<file path="config.mk">
export PLATFORM = sky130hd
export DESIGN_NAME = bus_master
export DESIGN_NICKNAME = d
export VERILOG_FILES = /design/src/rtl/bus_master_pkg.sv /design/src/rtl/bus_master_wdog.sv /design/src/rtl/bus_master.sv
export SDC_FILE = /design/constraint.sdc
export NUM_CORES = 1
export LEC_CHECK = 0
export CORE_ASPECT_RATIO = 0.9
export CORE_MARGIN = 2
export CORE_UTILIZATION = 42
export CTS_BUF_LIST = sky130_fd_sc_hd__clkbuf_4
export DETAILED_ROUTE_END_ITERATION = 10
export PLACE_DENSITY = 0.88
export SLEW_MARGIN = 25
export SYNTH_ARGS = -nofsm -noshare
export SYNTH_HDL_FRONTEND = slang
export SYNTH_SLANG_ARGS = --single-unit
</file>
<file path="constraint.sdc">
create_clock -name clk -period 2 [get_ports clk]
set_clock_uncertainty 0.05 [all_clocks]
set_input_delay 0.4 -clock clk [delete_from_list [all_inputs] [get_ports clk]]
set_output_delay 0.4 -clock clk [all_outputs]
set_load 0.05 [all_outputs]
</file>
<file path="src/rtl/bus_master_pkg.sv">
// bus_master_pkg: shared types and defaults for the trans/ready bus initiator.
// Imported by bus_master, bus_master_wdog and the bench.
package bus_master_pkg;

    localparam int unsigned DefAddrW = 32;
    localparam int unsigned DefDataW = 32;

    typedef enum logic [1:0] {
        IDLE = 2'd0,
        REQ  = 2'd1,
        RESP = 2'd2
    } master_state_e;

    // A completed transfer as seen on the response stream
    typedef struct packed {
        logic [DefDataW-1:0] rdata;
        logic                err;
    } bus_rsp_t;

endpackage

</file>
<file path="src/rtl/bus_master_wdog.sv">
// bus_master_wdog: REQ-phase watchdog, built only when BUS_MASTER_TIMEOUT_EN is defined.
// expired_o is high during the REQ cycle whose closing edge is the TIMEOUT-th one.
module bus_master_wdog
    import bus_master_pkg::*;
#(
    parameter int unsigned TIMEOUT = 16
) (
    input  logic clk,
    input  logic rstz,
    input  logic clear_i,
    input  logic enable_i,
    output logic expired_o
);

    localparam int unsigned CntW = $clog2(TIMEOUT + 1);

    logic [CntW-1:0] count_q;

    // The counter holds the number of REQ edges already elapsed, so the
    // abort edge is the one where count_q still equals TIMEOUT-1.
    assign expired_o = enable_i && (count_q == CntW'(TIMEOUT - 1));

    always_ff @(posedge clk or negedge rstz) begin
        if (!rstz) begin
            count_q <= '0;
        end else if (clear_i) begin
            count_q <= '0;
        end else if (enable_i && !expired_o) begin
            count_q <= count_q + 1'b1;
        end
    end

endmodule

</file>
<file path="src/rtl/bus_master.sv">
// bus_master: single-outstanding initiator turning a valid/ready command stream into
// trans/ready bus transfers. Optional REQ timeout abort under BUS_MASTER_TIMEOUT_EN.
module bus_master
    import bus_master_pkg::*;
#(
    parameter int unsigned ADDR_W  = DefAddrW,
    parameter int unsigned DATA_W  = DefDataW,
    parameter int unsigned TIMEOUT = 16
) (
    input  logic              clk,
    input  logic              rstz,
    input  logic              cmd_valid,
    output logic              cmd_ready,
    input  logic              cmd_write,
    input  logic [ADDR_W-1:0] cmd_addr,
    input  logic [DATA_W-1:0] cmd_wdata,
    output logic              rsp_valid,
    input  logic              rsp_ready,
    output logic [DATA_W-1:0] rsp_rdata,
    output logic              rsp_err,
    output logic              trans,
    output logic              write,
    output logic [ADDR_W-1:0] addr,
    output logic [DATA_W-1:0] wdata,
    input  logic [DATA_W-1:0] rdata,
    input  logic              ready
);

    master_state_e     state_q;
    logic              cmdReady_q;
    logic              trans_q;
    logic              write_q;
    logic [ADDR_W-1:0] addr_q;
    logic [DATA_W-1:0] wdata_q;
    logic              rspValid_q;
    logic [DATA_W-1:0] rspRdata_q;
    logic              rspErr_q;

    logic              cmdAccept;
    logic              timeoutHit;
    logic [ADDR_W-1:0] alignedAddr;
    logic [DATA_W-1:0] rspRdata_d;

    assign cmdAccept   = (state_q == IDLE) && cmd_valid && cmdReady_q;
    assign alignedAddr = cmd_addr & ~ADDR_W'(3);
    assign rspRdata_d  = write_q ? '0 : rdata;

`ifdef BUS_MASTER_TIMEOUT_EN
    bus_master_wdog #(
        .TIMEOUT (TIMEOUT)
    ) u_wdog (
        .clk       (clk),
        .rstz      (rstz),
        .clear_i   (cmdAccept),
        .enable_i  (state_q == REQ),
        .expired_o (timeoutHit)
    );
`else
    assign timeoutHit = 1'b0;
`endif

    // cmd_ready is a register so it stays low throughout reset and rises on
    // the first edge after release; ready is compared with === so X/Z never
    // completes a transfer.
    always_ff @(posedge clk or negedge rstz) begin
        if (!rstz) begin
            state_q    <= IDLE;
            cmdReady_q <= 1'b0;
            trans_q    <= 1'b0;
            write_q    <= 1'b0;
            addr_q     <= '0;
            wdata_q    <= '0;
            rspValid_q <= 1'b0;
            rspRdata_q <= '0;
            rspErr_q   <= 1'b0;
        end else begin
            case (state_q)
                IDLE: begin
                    cmdReady_q <= 1'b1;
                    if (cmdAccept) begin
                        write_q    <= cmd_write;
                        addr_q     <= alignedAddr;
                        wdata_q    <= cmd_wdata;
                        trans_q    <= 1'b1;
                        cmdReady_q <= 1'b0;
                        state_q    <= REQ;
                    end
                end
                REQ: begin
                    if (ready === 1'b1) begin
                        trans_q    <= 1'b0;
                        rspRdata_q <= rspRdata_d;
                        rspErr_q   <= 1'b0;
                        rspValid_q <= 1'b1;
                        state_q    <= RESP;
                    end else if (timeoutHit) begin
                        trans_q    <= 1'b0;
                        rspRdata_q <= '0;
                        rspErr_q   <= 1'b1;
                        rspValid_q <= 1'b1;
                        state_q    <= RESP;
                    end
                end
                RESP: begin
                    if (rspValid_q && rsp_ready) begin
                        rspValid_q <= 1'b0;
                        cmdReady_q <= 1'b1;
                        state_q    <= IDLE;
                    end
                end
                default: begin
                    state_q <= IDLE;
                end
            endcase
        end
    end

    assign cmd_ready = cmdReady_q;
    assign trans     = trans_q;
    assign write     = write_q;
    assign addr      = addr_q;
    assign wdata     = wdata_q;
    assign rsp_valid = rspValid_q;
    assign rsp_rdata = rspRdata_q;
    assign rsp_err   = rspErr_q;

endmodule

</file>
* Word level (Yosys, flattened, before mapping) *
Index checks and enable logic that the tools add are counted.
W data, S select, Z words.

word-level totals
  output and inout bits = 101
  bits in registers = 100
  input bits = 102
  logic and storage cells = 41

cells by class
  reductions and logical operators = 13
  muxes and demuxes = 14
  equal/unequal tests = 6

operators with widths
  kind                   count
  $mux W32               1
  $reduce_and A3 Y1      3
  $mux W1                6
  $mux W2                3
  $ne A2 B2 Y1 const B   3
  $pmux W1 S2            3
  $pmux W2 S3            1
  $reduce_and A2 Y1      3
  $reduce_bool A2 Y1     3
  $logic_and A1 B1 Y1    3
  $eq A2 B1 Y1 const B   1
  $eq A2 B2 Y1 const B   1
  $logic_not A2 Y1       1
  $eqx A1 B1 Y1 const B  1

* Depth between registers and ports, before layout *
Gate-level depths: netlist of the first run.

  depth after elaboration = 5
  gate-level depth with buffers = 5
  gate-level depth less buffers = 3

* Worst setup path before layout of the first run *
OpenSTA, ideal clock, no wires.

  kind = register -> register
  start point = register cmdReady_q, in the netlist cmd_ready
  end point = register addr_q[10], in the netlist addr[10]
  stages on the path, launching flop included = 5
  data required time = 1.825 ns
  clock period less this slack = 1.708 ns
  setup slack = 0.292 ns
  arrival time = 1.533 ns
  buffers on the path = 2
  library setup time = 0.125 ns
  cell sequence = dfrtp_1 -> and4bb_1 -> buf_6 -> buf_6 -> mux2_4

between the ends
  longest elaborated chain between the ends = 2

ends and longest elaborated chain
  element                             line              text
  from (decl)                         bus_master.sv:30  logic cmdReady_q;
  from (signal assigned)              bus_master.sv:68  cmdReady_q <= 1'b0;
  from (signal assigned)              bus_master.sv:79  cmdReady_q <= 1'b1;
  from (signal assigned)              bus_master.sv:85  cmdReady_q <= 1'b0;
  $logic_and A1 B1 Y1                 bus_master.sv:44  assign cmdAccept = (state_q == IDLE) && cmd_valid && cmdReady_q;
  $reduce_and A2 Y1 (no source line)  -
  to (signal assigned)                bus_master.sv:82  addr_q <= alignedAddr;
  to (decl)                           bus_master.sv:33  logic [ADDR_W-1:0] addr_q;

No other way between the ends.
A chain may end at the register's enable or synchronous reset.

* Final worst setup path of the first run *
  start point = register rspRdata_q[4], in the netlist rsp_rdata[4]
  end point = output rsp_rdata[4]

RTL lines
  element                 line              text
  from (decl)             bus_master.sv:36  logic [DATA_W-1:0] rspRdata_q;
  from (signal assigned)  bus_master.sv:92  rspRdata_q <= rspRdata_d;
  to (decl)               bus_master.sv:19  output logic [DATA_W-1:0] rsp_rdata,

No word-level cell between the ends.

==> out/qor.csv, run 1 <==
stage,metric,value,unit
placed_design,io_buffer_count,197,
routing,drt_iter0_drc,99,
routing,first_pass_iters,4,
grt,track_usage,18.87,%
worst_setup_path,r2r_end,wdata[16]$_DFFE_PN0P_,
sta,min_period,1.830,ns
grt,grt_pass1_vias,3127,
worst_setup_path,critical-path-top-delay-family,buffers and inverters,
worst_hold_path,hold_path.class,in2async,
worst_setup_path,worstPathMaxFanout,2,
power_and_ir_drop,leakage,2.951,nW
sta,final.setup.tns,0,ns
yosys,synth.cell_area,0.004118,mm^2
floorplanning,core,0.009614,mm^2
power_and_ir_drop,clock_power_share,7.9,%
yosys,synth.top_cell.area_share,60.77,%
floorplanning,initial_core_util,42.83,%
floorplanning,die_y,97.94,um
worst_setup_path,end_kind,output pin,
clock_tree,clk_path_buf_depth,2,
sta,fmax,0.5464,GHz
grt,grt_start_max_net_pins,66,
worst_setup_path,cp_num_cells,1,
worst_setup_path,cp_num_buf_inv,1,
finish,final_layout_size_suffix_gt1_share,19.52,%
power_and_ir_drop,seqPwrFrac,30.2,%
clock_tree,clk_pin_slew,0.16,ns
clock_tree,root_buffer,clkbuf_4,
floorplanning,dieArea,0.01061,mm^2
yosys,avgSynthCellArea,13.82,um^2
grt,overflow,0,
routing,viasPerCell,4.677,
routing,avgRoutedWirePerCell,15.74,um
floorplanning,num_rows,34,
worst_setup_path,cp-startpoint,rsp_rdata[4]$_DFFE_PN0P_,
sta,tightest_slew,0.5309,ns
yosys,synthTopCellsByArea,"dfrtp_1, mux2_4, nand2b_1",
run_status,outcome,"finished, final reports clean",
routing,post-route-drc-count,0,
yosys,synth_top_area_cell,dfrtp_1,
sta,fin_ws,0.1700,ns
grt,antenna_found_initial,0,
sta,slew_headroom,64.75,%
worst_setup_path,path_cells,dlygate4sd2_1,
placed_design,hpwlAfterDp,7.500,mm
worst_setup_path,required,1.55,ns
power_and_ir_drop,p_total,11.82,mW
yosys,synthCells,298,
floorplanning,io_pins,203,
clock_tree,h-tree-depth,3,
finish,fin_nets,599,
yosys,synth-seq-cells,100,
yosys,ys_types,18,
sta,finalCritPeriodShare,91.50,%
worst_setup_path,rrSetupSlack,0.37,ns
finish,final_common_cell,dfrtp_1,
worst_setup_path,critPathArrivalTime,1.38,ns
worst_setup_path,r2r.worst_path.cells,3,
power_and_ir_drop,p_sw_share,51.03,%
clock_tree,post-cts-setup-buffer-count,0,
power_and_ir_drop,combinationalPowerShare,61.9,%
flow_run,drv_cap,0,
grt,grt_pass1_wl,15.65,mm
worst_setup_path,r2r-start,state_q[1]$_DFFE_PN0P_,
worst_setup_path,cp-start-kind,flip-flop,
sta,finalSetupViolations,0,
sta,finalHoldViolations,0,
finish,num-fill-cells,784,
clock_tree,cts_tree,done,
clock_tree,cts.sinks,100,
finish,area.growth.synth_to_final,51.41,%
worst_setup_path,cpPeakStageDelay,0.56,ns
placed_design,place_inst,611,
power_and_ir_drop,power_density,1896,mW/mm^2
finish,layout.cells.non_filler,628,
routing,ant_nets,0,
finish,final_cell_mix,"dfrtp_1, clkdlybuf4s50_1, dlygate4sd2_1, mux2_4, nand2_1",
sta,drv_slew,0,
finish,antenna_cells,0,
yosys,ys_warn_count,0,
power_and_ir_drop,p_sw,6.031,mW
power_and_ir_drop,intPower,5.787,mW
floorplanning,dieWidth,108.4,um
worst_setup_path,crit_slowest_cell,dlygate4sd2_1,
worst_setup_path,critPathKind,reg2out,
routing,routed_wl,9.886,mm
sta,rsz0062_at_grt,false,
clock_tree,clk_latency,0.43,ns
power_and_ir_drop,ir_worst_vdd,1127,uV
placed_design,pre_cts_slack,0.04032,ns
clock_tree,cts-buffers-inserted,9,
routing,via_count,2937,
placed_design,routabilityCongestion,0.7383,
yosys,ys_seq_area_share,60.77,%
worst_setup_path,critPathCapture,rsp_rdata[4],
per-layer routing:
layer / share of wire (%) / routed length, um / global-route usage [%] / vias up
li1: - / - / - / 1388
met1: 40 / 3917 / 21.91 / 1406
met2: 50 / 4913 / 33.14 / 129
met3: 8.9 / 884 / 6.075 / 14
met4: 1.7 / 171 / 5.720 / 0
met5: 0 / 0 / 0 / -
power by group through the flow:
stage	combinational [mW]	sequential, mW	clock (mW)
2_1_floorplan	1.99	6.98	0
3_3_place_gp	7.87	3.58	0
3_5_place_dp	7.98	3.66	0
4_1_cts	7.38	3.59	0.997
5_1_grt	7.64	3.72	1.07
6_report	7.32	3.57	0.931
cell type report:
type	instances	area [um^2]	share of cell area (%)
Sequential cell	100	2502	40.14
Timing Repair Buffer	206	1969	31.59
Multi-Input combinational cell	178	1481	23.76
Tap cell	126	157.7	2.529
Clock buffer	9	67.56	1.084
Clock inverter	7	48.80	0.7827
Inverter	2	7.507	0.1204
metrics by stage:
stage / utilization (%) / hold WS [ns] / instance area, um^2
floorplan: - / 0.05441 / 4125
global placement: 64.71 / 0.2730 / 6221
detailed placement: 64.71 / 0.2797 / 6221
CTS: 64.85 / 0.3110 / 6235
global route: 64.85 / 0.3307 / 6235
finish: 64.85 / 0.3513 / 6235
synthesized netlist by cell type:
master,instances
nand3b_1,1
o21ba_2,1
nor2_1,1
o21ai_0,34
clkbuf_1,5
buf_2,5
inv_1,2
dfrtp_1,100
buf_6,6
nand2b_1,33
a21oi_1,4
conb_1,1
nand2_1,36
buf_4,3
and4bb_1,1
mux2_4,48
mux2_2,16
buf_1,1
worst min-delay path by stage:
stage / start / endpoint / depth (start not counted)
floorplan: rstz / addr[10]$_DFFE_PN0P_ / 0
global placement: rstz / wdata[0]$_DFFE_PN0P_ / 1
detailed placement: rstz / wdata[0]$_DFFE_PN0P_ / 1
CTS: rstz / rsp_rdata[16]$_DFFE_PN0P_ / 2
global route: rstz / rsp_rdata[21]$_DFFE_PN0P_ / 2
finish: rstz / rsp_rdata[17]$_DFFE_PN0P_ / 2
cell families (layout without fill, tap and decap cells):
| group | after synthesis | count (layout) | synth area share (%) |
|---|---|---|---|
| other | 1 | 3 | 0.09107 |
| AND/OR/NAND/NOR | 72 | 72 | 8.873 |
| flip-flops | 100 | 100 | 60.77 |
| buffers and inverters | 22 | 224 | 3.525 |
| AO/OA/AOI/OAI | 39 | 39 | 4.862 |
| multiplexers | 64 | 64 | 21.88 |
state kept, by name, summed over array words and instances (netlist names):
signal,cells
addr,30
cmd_ready,1
rsp_rdata,32
rsp_valid,1
state_q,2
trans,1
wdata,32
write,1
timing repair:
action                                  in CTS  in global routing
endpoints found under the setup margin      90                  0
resized for setup                           90                  0
hold endpoints to repair                    22                  0
hold buffers                                 1                  0
(Power assumes the default switching activity.)
==> run 2, diff against run 1 <==
- CTS_CLUSTER_DIAMETER: default -> 150
==> results of run 2 <==
No change in the layout: final DEF, timing and power equal those of run 1.
==> run 3, diff against run 2 <==
- SETUP_SLACK_MARGIN: default -> 0.5
==> out/qor.csv, run 3 (synthesis gave the netlist of run 1 again) <==
stage,metric,value,unit
routing,ant_nets,0,
finish,antenna_cells,0,
routing,drt_iter0_drc,65,
sta,rsz0062_at_grt,true,
finish,final_layout_size_suffix_gt1_share,45.42,%
power_and_ir_drop,p_total,14.45,mW
worst_hold_path,hold_path.class,in2reg,
flow_run,drv_cap,0,
clock_tree,cts.sinks,100,
worst_setup_path,r2r.worst_path.cells,4,
run_status,outcome,"finished, final reports clean",
finish,final_cell_mix,"clkdlybuf4s50_1, dfrtp_1, buf_6, mux2_4, buf_4",
grt,track_usage,20.96,%
power_and_ir_drop,ir_worst_vdd,1223,uV
routing,wl_met1,4.530,mm
worst_setup_path,critical-path-top-delay-family,flip-flops,
routing,met3_length,1.245,mm
worst_setup_path,critPathKind,reg2reg,
routing,maxUsedRoutingLayer,met4,
power_and_ir_drop,power_density,2004,mW/mm^2
sta,final.setup.tns,0,ns
routing,first_pass_iters,4,
routing,routed_wl,12.13,mm
sta,slew_headroom,65.75,%
worst_setup_path,crit_slowest_cell,dfrtp_1,
worst_setup_path,cp-start-kind,flip-flop,
clock_tree,root_buffer,clkbuf_4,
grt,grt_pass1_wl,17.21,mm
worst_setup_path,path_cells,and4bb_4 -> buf_12 -> buf_16 -> mux2_2,
floorplanning,io_pins,203,
clock_tree,h-tree-depth,3,
sta,holdWs,0.4642,ns
worst_setup_path,worstPathMaxFanout,9,
sta,drv_slew,0,
worst_setup_path,cp_num_cells,4,
worst_hold_path,hold_depth,3,
routing,viasPerCell,4.712,
worst_setup_path,critPathArrivalTime,1.86,ns
worst_setup_path,end_kind,flip-flop,
placed_design,routabilityCongestion,0.6865,
routing,via_count,3270,
grt,overflow,0,
clock_tree,clk_latency,0.42,ns
finish,final_common_cell,clkdlybuf4s50_1,
routing,dr_wl_met2,6.070,mm
placed_design,place_inst,609,
worst_setup_path,cpPeakStageDelay,0.41,ns
sta,finalHoldViolations,0,
floorplanning,die_y,97.94,um
sta,tightest_slew,0.5138,ns
routing,avgRoutedWirePerCell,17.48,um
clock_tree,cts_tree,done,
grt,grt_pass1_vias,3311,
sta,min_period,1.578,ns
finish,fin_nets,666,
finish,num-fill-cells,586,
sta,finalCritPeriodShare,78.90,%
sta,fmax,0.6337,GHz
finish,layout.cells.non_filler,694,
clock_tree,clk_path_buf_depth,2,
placed_design,io_buffer_count,197,
grt,grt_start_max_net_pins,101,
worst_setup_path,cp_num_buf_inv,2,
finish,area.growth.synth_to_final,75.14,%
clock_tree,cts-buffers-inserted,9,
grt,antenna_found_initial,0,
worst_setup_path,required,2.28,ns
floorplanning,core,0.009614,mm^2
sta,finalSetupViolations,0,
floorplanning,dieWidth,108.4,um
floorplanning,initial_core_util,42.83,%
power_and_ir_drop,leakage,3.400,nW
placed_design,hpwlAfterDp,7.265,mm
floorplanning,num_rows,34,
routing,post-route-drc-count,0,
floorplanning,dieArea,0.01061,mm^2
clock_tree,clk_pin_slew,0.15,ns
worst_setup_path,rrSetupSlack,0.42,ns
## run 3: cell count changes in the layout (fill, tap and decap cells not counted), moves of 3 or more
cell and delta:
buf_12 +3, buf_4 +49, buf_6 +97, clkbuf_16 +5, dfrtp_1 -3, dfrtp_2 +3, dlygate4sd2_1 -90, mux2_2 -13
mux2_4 +13
## run 3: tightest hold or removal path: stages
cell and delay, ns:
clkdlybuf4s50_1 0.39, nand2b_1 0.06, o21ai_0 0.06
## run 3: final cells by class
type / count / area, um^2 / area share, %
repair buffers: 273 / 2897 / 40.16
well taps: 126 / 157.7 / 2.186
clock inverters: 5 / 38.79 / 0.5378
multi-input cells: 178 / 1530 / 21.22
clock buffers: 10 / 75.07 / 1.041
flip-flops and latches: 100 / 2506 / 34.75
inverters: 2 / 7.507 / 0.1041
## run 3: report_power, final
part	switching (mW)	internal, mW
Clock	0.671	0.271
Sequential	0.775	3.02
Combinational	5.22	4.50
## run 3: path summary, 6_finish.rpt
check | startpoint | end
max in group asynchronous | rstz | write$_DFFE_PN0P_
worst min-delay path | rdata[0] | rsp_rdata[0]$_DFFE_PN0P_
worst min register to register | rsp_rdata[14]$_DFFE_PN0P_ | rsp_rdata[14]$_DFFE_PN0P_
worst max-delay path | state_q[1]$_DFFE_PN0P_ | wdata[10]$_DFFE_PN0P_
min in group asynchronous | rstz | wdata[21]$_DFFE_PN0P_
worst max register to register | state_q[1]$_DFFE_PN0P_ | wdata[10]$_DFFE_PN0P_
## run 3: metrics by stage
stage	utilization, %	worst slack, ns	cell area (um^2)
after floorplan	-	0.4382	4126
after global placement	64.74	0.05255	6225
after detailed placement	64.74	0.03067	6225
after CTS	69.77	0.3918	6708
after global routing	75.01	0.4095	7212
final	75.01	0.4220	7212
## run 3: what timing repair did
action | in CTS | in global routing
pin swaps | 1 | 1
gates resized for setup | 639 | 29
hold endpoints to repair | 100 | 0
hold buffers | 1 | 0
endpoints found under the setup margin | 161 | 158
setup buffers | 29 | 33
gates cloned | 1 | 6
## run 3: routing by layer
layer,vias to the layer above,GRT usage [%]
met5,-,0
met4,0,5.819
met3,23,8.745
met2,143,37.40
met1,1583,22.75
li1,1521,-
